File: src/rtl/vexp_lanes.sv
// vexp_lanes: LANES-wide bf16 exp(x) in three stages (convert, multiply by log2(e), pack).
// Define VEXP_LANES_FLAGS_EN to add per-lane ovf/unf outputs aligned with result.
module vexp_lanes #(
  parameter int LANES = 4
) (
  input  logic                 clk,
  input  logic                 rst,
  input  logic [16*LANES-1:0]  operand,
  input  logic [LANES-1:0]     lane_mask,
  input  logic                 valid_in,
  output logic                 ready_in,
  output logic [16*LANES-1:0]  result,
  output logic                 valid_out,
  input  logic                 ready_out,
`ifdef VEXP_LANES_FLAGS_EN
  output logic [LANES-1:0]     ovf,
  output logic [LANES-1:0]     unf,
`endif
  output logic                 busy
);
  logic v1, v2, v3, en2, en3;
  logic [16*LANES-1:0] x_d, x1, r_d;
  logic [17*LANES-1:0] y_d, y2;
  logic [LANES-1:0] m1, m2, n1, n2, nan_d;
`ifdef VEXP_LANES_FLAGS_EN
  logic [LANES-1:0] ovf_d, unf_d;
`endif
  assign en3 = !v3 || ready_out;
  assign en2 = !v2 || en3;
  assign ready_in = !v1 || en2;
  assign valid_out = v3;
  assign busy = v1 | v2 | v3;
  for (genvar k = 0; k < LANES; k++) begin : g_lane
    logic sg;
    logic [7:0] e, mag;
    logic [15:0] sh;
    logic [16:0] y;
    logic signed [16:0] ex;
    logic ov, un;
    assign sg = operand[16*k+15];
    assign e = operand[16*k+7 +: 8];
    assign mag = {1'b1, operand[16*k +: 7]};
    assign sh = e >= 8'd126 ? {8'd0, mag} << (e - 8'd126) : {8'd0, mag} >> (8'd126 - e);
    assign x_d[16*k +: 16] = e == 8'd0 ? 16'd0 : e >= 8'd134 ? (sg ? 16'h8000 : 16'h7FFF) : sg ? -sh : sh;
    assign nan_d[k] = &e && |operand[16*k +: 7];
    // Only bits [25:9] of x*369 matter: integer part y[16:7], fraction top bits y[6:0]
    assign y_d[17*k +: 17] = 17'((26'($signed(x1[16*k +: 16])) * 26'sd369) >>> 9);
    assign y = y2[17*k +: 17];
    assign ex = $signed({{7{y[16]}}, y[16:7]}) + 17'sd127;
    assign ov = ex >= 17'sd255;
    assign un = ex <= 17'sd0;
    assign r_d[16*k +: 16] = !m2[k] ? 16'h0000 : n2[k] ? 16'h7FC0 : un ? 16'h0000 :
                             ov ? 16'h7F80 : {1'b0, ex[7:0], y[6:0]};
`ifdef VEXP_LANES_FLAGS_EN
    assign ovf_d[k] = m2[k] && !n2[k] && ov;
    assign unf_d[k] = m2[k] && !n2[k] && un;
`endif
  end
  always_ff @(posedge clk or posedge rst)
    if (rst) begin
      {v1, v2, v3} <= '0;
      x1 <= '0;
      m1 <= '0;
      n1 <= '0;
      y2 <= '0;
      m2 <= '0;
      n2 <= '0;
      result <= '0;
    end else begin
      if (ready_in) begin
        v1 <= valid_in;
        x1 <= x_d;
        m1 <= lane_mask;
        n1 <= nan_d;
      end
      if (en2) begin
        v2 <= v1;
        y2 <= y_d;
        m2 <= m1;
        n2 <= n1;
      end
      if (en3) begin
        v3 <= v2;
        result <= r_d;
      end
    end
`ifdef VEXP_LANES_FLAGS_EN
  always_ff @(posedge clk or posedge rst)
    if (rst) begin
      ovf <= '0;
      unf <= '0;
    end else if (en3) begin
      ovf <= ovf_d;
      unf <= unf_d;
    end
`endif
endmodule

File: config.mk
export PLATFORM = sky130hd
export DESIGN_NAME = vexp_lanes
export DESIGN_NICKNAME = d
export VERILOG_FILES = /design/src/rtl/vexp_lanes.sv
export SDC_FILE = /design/constraint.sdc
export NUM_CORES = 1
export LEC_CHECK = 0
export BUFFER_PORTS_ARGS = -buffer_cell sky130_fd_sc_hd__buf_4
export CELL_PAD_IN_SITES_DETAIL_PLACEMENT = 1
export CELL_PAD_IN_SITES_GLOBAL_PLACEMENT = 1
export CORE_MARGIN = 2
export CORE_UTILIZATION = 40
export CTS_BUF_LIST = sky130_fd_sc_hd__clkbuf_8
export DETAILED_ROUTE_END_ITERATION = 8
export PLACE_DENSITY = 0.74
export SETUP_SLACK_MARGIN = 0.15
export SLEW_MARGIN = 20
export SYNTH_ARGS = -nofsm -noshare
export SYNTH_HDL_FRONTEND = slang
export SYNTH_SLANG_ARGS = --single-unit
File: constraint.sdc
create_clock -name clk -period 8.67 [get_ports clk]
set_input_delay 0 -clock clk [delete_from_list [all_inputs] [get_ports clk]]
set_output_delay 0 -clock clk [all_outputs]
set_load 0.02 [all_outputs]
==> reports/qor.yml <==
gr-usage-all-layers: 0.211
grt_max_degree: 114
run_status: "finished, final reports clean"
period_share: 0.665
syn_area_um2: 25100
die_y_um: 255
hp-class: "input pin to flip-flop"
combPwrFrac: 0.682
firstDrtPassIters: 5
drt_wl_cell_um: 17.2
area_growth_pct: 9.87
p_int_mw: 4.30
drive_above_1_share: 0.0927
power_per_cell_area_nw_per_um2: 300
timing.final.max_slew_violations: 0
number_of_hold_slack_violations_in_the_final_timing_report: 0
hold_start: "operand[58]"
leading_cell_type_in_the_layout_fill_and_taps_excluded: "sky130_fd_sc_hd__inv_1"
post-synth-top-area-cell: "sky130_fd_sc_hd__dfrtp_1"
seq_power_share: 0.201
die-area_um2: 64900
cts_num_sinks: 211
syn_inst: 2976
worst_setup_path_startpoint: "x1[37]"
rsz0062_at_grt: "false"
crit_path_end_kind: "flip-flop"
area_of_the_core_region_um2: 61900
total_switching_power_mw: 3.99
io_buffers: 134
clock_tree.buffer_depth: 3
leading_cell_types_in_the_layout_fill_and_taps_excluded: "sky130_fd_sc_hd__inv_1 (463), sky130_fd_sc_hd__nand2_1 (313), sky130_fd_sc_hd__ha_1 (271)"
drc: 0
finalSetupViolCount: 0
maxClockFrequency_mhz: 173
drt_first_iter_violations: 1015
layout_min_cycle_time_ns: 5.77
wp_data_required_ns: 9.11
synth_top_flop_cell: "sky130_fd_sc_hd__dfrtp_1"
gp_congestion: 0.886
detailed_place_hpwl_um: 53400
synth-edff-count: 0
start_kind: "flip-flop"
grt.met1_usage: 0.281
total_leakage_power_nw: 13.6
worst_slew_margin_rel: 0.279
vdd_ir_drop_max_v: 0.000120
synth_area_leaders: "sky130_fd_sc_hd__dfrtp_1 (21%), sky130_fd_sc_hd__fa_1 (14%), sky130_fd_sc_hd__ha_1 (13%)"
yosys_warnings: 0
wirelength_um: 67000
p_sw_frac: 0.481
global_route.usage.met3: 0.0240
r2r-start: "x1[37]"
fin_skew_ns: 0.0395
crit_type: "flip-flop to flip-flop"
avgSynthCellArea_um2: 8.45
synth-seq-cells: 211
grt_overflow_total: 0
drt-vias-per-instance: 5.41
die_x_um: 255
rows: 91
cts_inserted_buffers: 41
worst_slack_ns: 2.90
sequential_to_total_area_share_from_yosys_stat: 0.210
final_net_count: 3560
final_antenna_net_count: 0
max_cap_violations: 0
first_global_vias: 22500
tritoncts: "done"
h-tree-depth: 2
post-route-util: 0.446
grt_most_used_layer: "met2"
clockRootBuffer: "sky130_fd_sc_hd__clkbuf_8"
worstPathArrival_ns: 6.21
yosysTopAreaCellShare: 0.210
clock_transition_at_the_register_clock_pins_on_the_worst_setup_and_hold_paths_after_cts_ns: 0.06
clockPowerShare: 0.117
place_worst_setup_slack_ns: 2.90
global_route.usage.met2: 0.363
yosysUniqueCellTypes: 110
floorplan.initialDensity: 0.406
grt_first_pass_wirelength_um: 113000
async_flop_share: 1.00
number_of_antenna_violations_at_the_first_check_in_global_routing: 1
setup_total_negative_slack_ns: 0
clk-insertion-delay-late_ns: 0.61
cts_resized: 0
design_power_total_mw: 8.30
io-pin-count: 139
worst_slew_pin_slew_ns: 1.07
via_count: 21100
crit_fanout: 4
-- logic make-up after synthesis --
kind of cell	count (synthesis)	share of synthesized area
AND/OR/NAND/NOR	819	0.159
AO/OA/AOI/OAI	689	0.179
buffers and inverters	601	0.0941
adder cells (fa/ha/maj)	444	0.273
flip-flops	211	0.210
XOR/XNOR	112	0.0404
multiplexers	99	0.0456
other	1	0.000149
-- sequential cells by signal, indices dropped and copies added, names as in the netlist --
| name | count |
|---|---|
| y2 | 68 |
| x1 | 64 |
| result | 60 |
| m1 | 4 |
| m2 | 4 |
| n1 | 4 |
| n2 | 4 |
| v1 | 1 |
| v2 | 1 |
| valid_out | 1 |
-- cell usage after synthesis (16+ instances only) --
master                     instances
sky130_fd_sc_hd__nand2b_1         35
sky130_fd_sc_hd__xor2_1           57
sky130_fd_sc_hd__a21oi_1         192
sky130_fd_sc_hd__fa_1            173
sky130_fd_sc_hd__a211oi_1         16
sky130_fd_sc_hd__nor4_1           25
sky130_fd_sc_hd__nor3_1           59
sky130_fd_sc_hd__nor2b_1          18
sky130_fd_sc_hd__and2_1           16
sky130_fd_sc_hd__ha_1            271
sky130_fd_sc_hd__buf_2            23
sky130_fd_sc_hd__a22o_1           29
sky130_fd_sc_hd__mux2i_1          64
sky130_fd_sc_hd__o31ai_1          37
sky130_fd_sc_hd__clkbuf_1         97
sky130_fd_sc_hd__and3_1           16
sky130_fd_sc_hd__o22ai_1          49
sky130_fd_sc_hd__mux2_2           20
sky130_fd_sc_hd__nor2_1          137
sky130_fd_sc_hd__o21a_1           30
sky130_fd_sc_hd__nand2_1         314
sky130_fd_sc_hd__a31oi_1          27
sky130_fd_sc_hd__or3_1            20
sky130_fd_sc_hd__nand3_1          76
sky130_fd_sc_hd__inv_1           455
sky130_fd_sc_hd__nand4_1          36
sky130_fd_sc_hd__dfrtp_1         211
sky130_fd_sc_hd__xnor2_1          52
sky130_fd_sc_hd__o21ai_0         141
-- critical path, stage by stage (launching register included) --
cell,delay [ns]
sky130_fd_sc_hd__dfrtp_1,0.39
sky130_fd_sc_hd__inv_1,0.14
sky130_fd_sc_hd__fa_1,0.50
sky130_fd_sc_hd__inv_1,0.04
sky130_fd_sc_hd__ha_1,0.26
sky130_fd_sc_hd__inv_1,0.05
sky130_fd_sc_hd__fa_1,0.53
sky130_fd_sc_hd__inv_1,0.04
sky130_fd_sc_hd__ha_1,0.27
sky130_fd_sc_hd__inv_1,0.06
sky130_fd_sc_hd__fa_1,0.50
sky130_fd_sc_hd__inv_1,0.05
sky130_fd_sc_hd__ha_1,0.31
sky130_fd_sc_hd__nand3_1,0.08
sky130_fd_sc_hd__a2111oi_0,0.69
sky130_fd_sc_hd__o2111ai_1,0.27
sky130_fd_sc_hd__a21oi_1,0.33
sky130_fd_sc_hd__o21ai_1,0.17
sky130_fd_sc_hd__o21ai_0,0.31
sky130_fd_sc_hd__a21oi_1,0.15
sky130_fd_sc_hd__a21oi_1,0.21
sky130_fd_sc_hd__xor2_1,0.17
sky130_fd_sc_hd__o21ai_1,0.07
-- repair_timing --
| action | CTS | global route |
|---|---|---|
| buffers inserted | 0 | 0 |
| endpoints found under the hold margin | 197 | 0 |
| hold buffers | 23 | 0 |
-- power groups by stage --
stage | Clock (mW) | Combinational [mW] | Sequential, mW
finish | 0.973 | 5.66 | 1.67
global route | 1.05 | 6.55 | 1.72
CTS | 1.02 | 5.75 | 1.67
detailed placement | 0 | 5.69 | 1.68
global placement | 0 | 5.40 | 1.67
floorplan | 0 | 4.28 | 1.64
-- area by class of cell --
class,instances,area (um2)
Clock buffer,44,606
Antenna cell,1,2.50
Inverter,458,1730
Tap cell,837,1050
Clock inverter,20,139
Timing Repair Buffer,165,1300
Sequential cell,211,5280
Fill cell,7453,34300
Multi-Input combinational cell,2167,17500
-- per-stage QoR --
step                      area, um2  cells  hold slack, ns
after global routing          27600   3903           0.131
after CTS                     27600   3902          0.0439
after floorplan               25200   2979           0.112
after global placement        26600   3815           0.219
after detailed placement      26700   3815           0.227
final                         27600   3903           0.106
-- final timing paths --
check / end / slack (ns) / cells after the start
setup / recovery: y2[50] / 2.90 / 22
hold / removal: x1[63] / 0.11 / 5
setup reg to reg: y2[50] / 2.90 / 22
hold reg to reg: m2[3] / 0.47 / 2
max in group asynchronous: y2[16] / 6.68 / 5
min in group asynchronous: x1[2] / 0.14 / 3
-- routing by layer --
| metal | routed length [um] | up-vias |
|---|---|---|
| met3 | 2020 | 84 |
| met1 | 31800 | 10400 |
| met5 | 0 | - |
| met2 | 31700 | 265 |
| met4 | 1490 | 0 |
| li1 | - | 10300 |
Power figures use the tool's default switching activity.
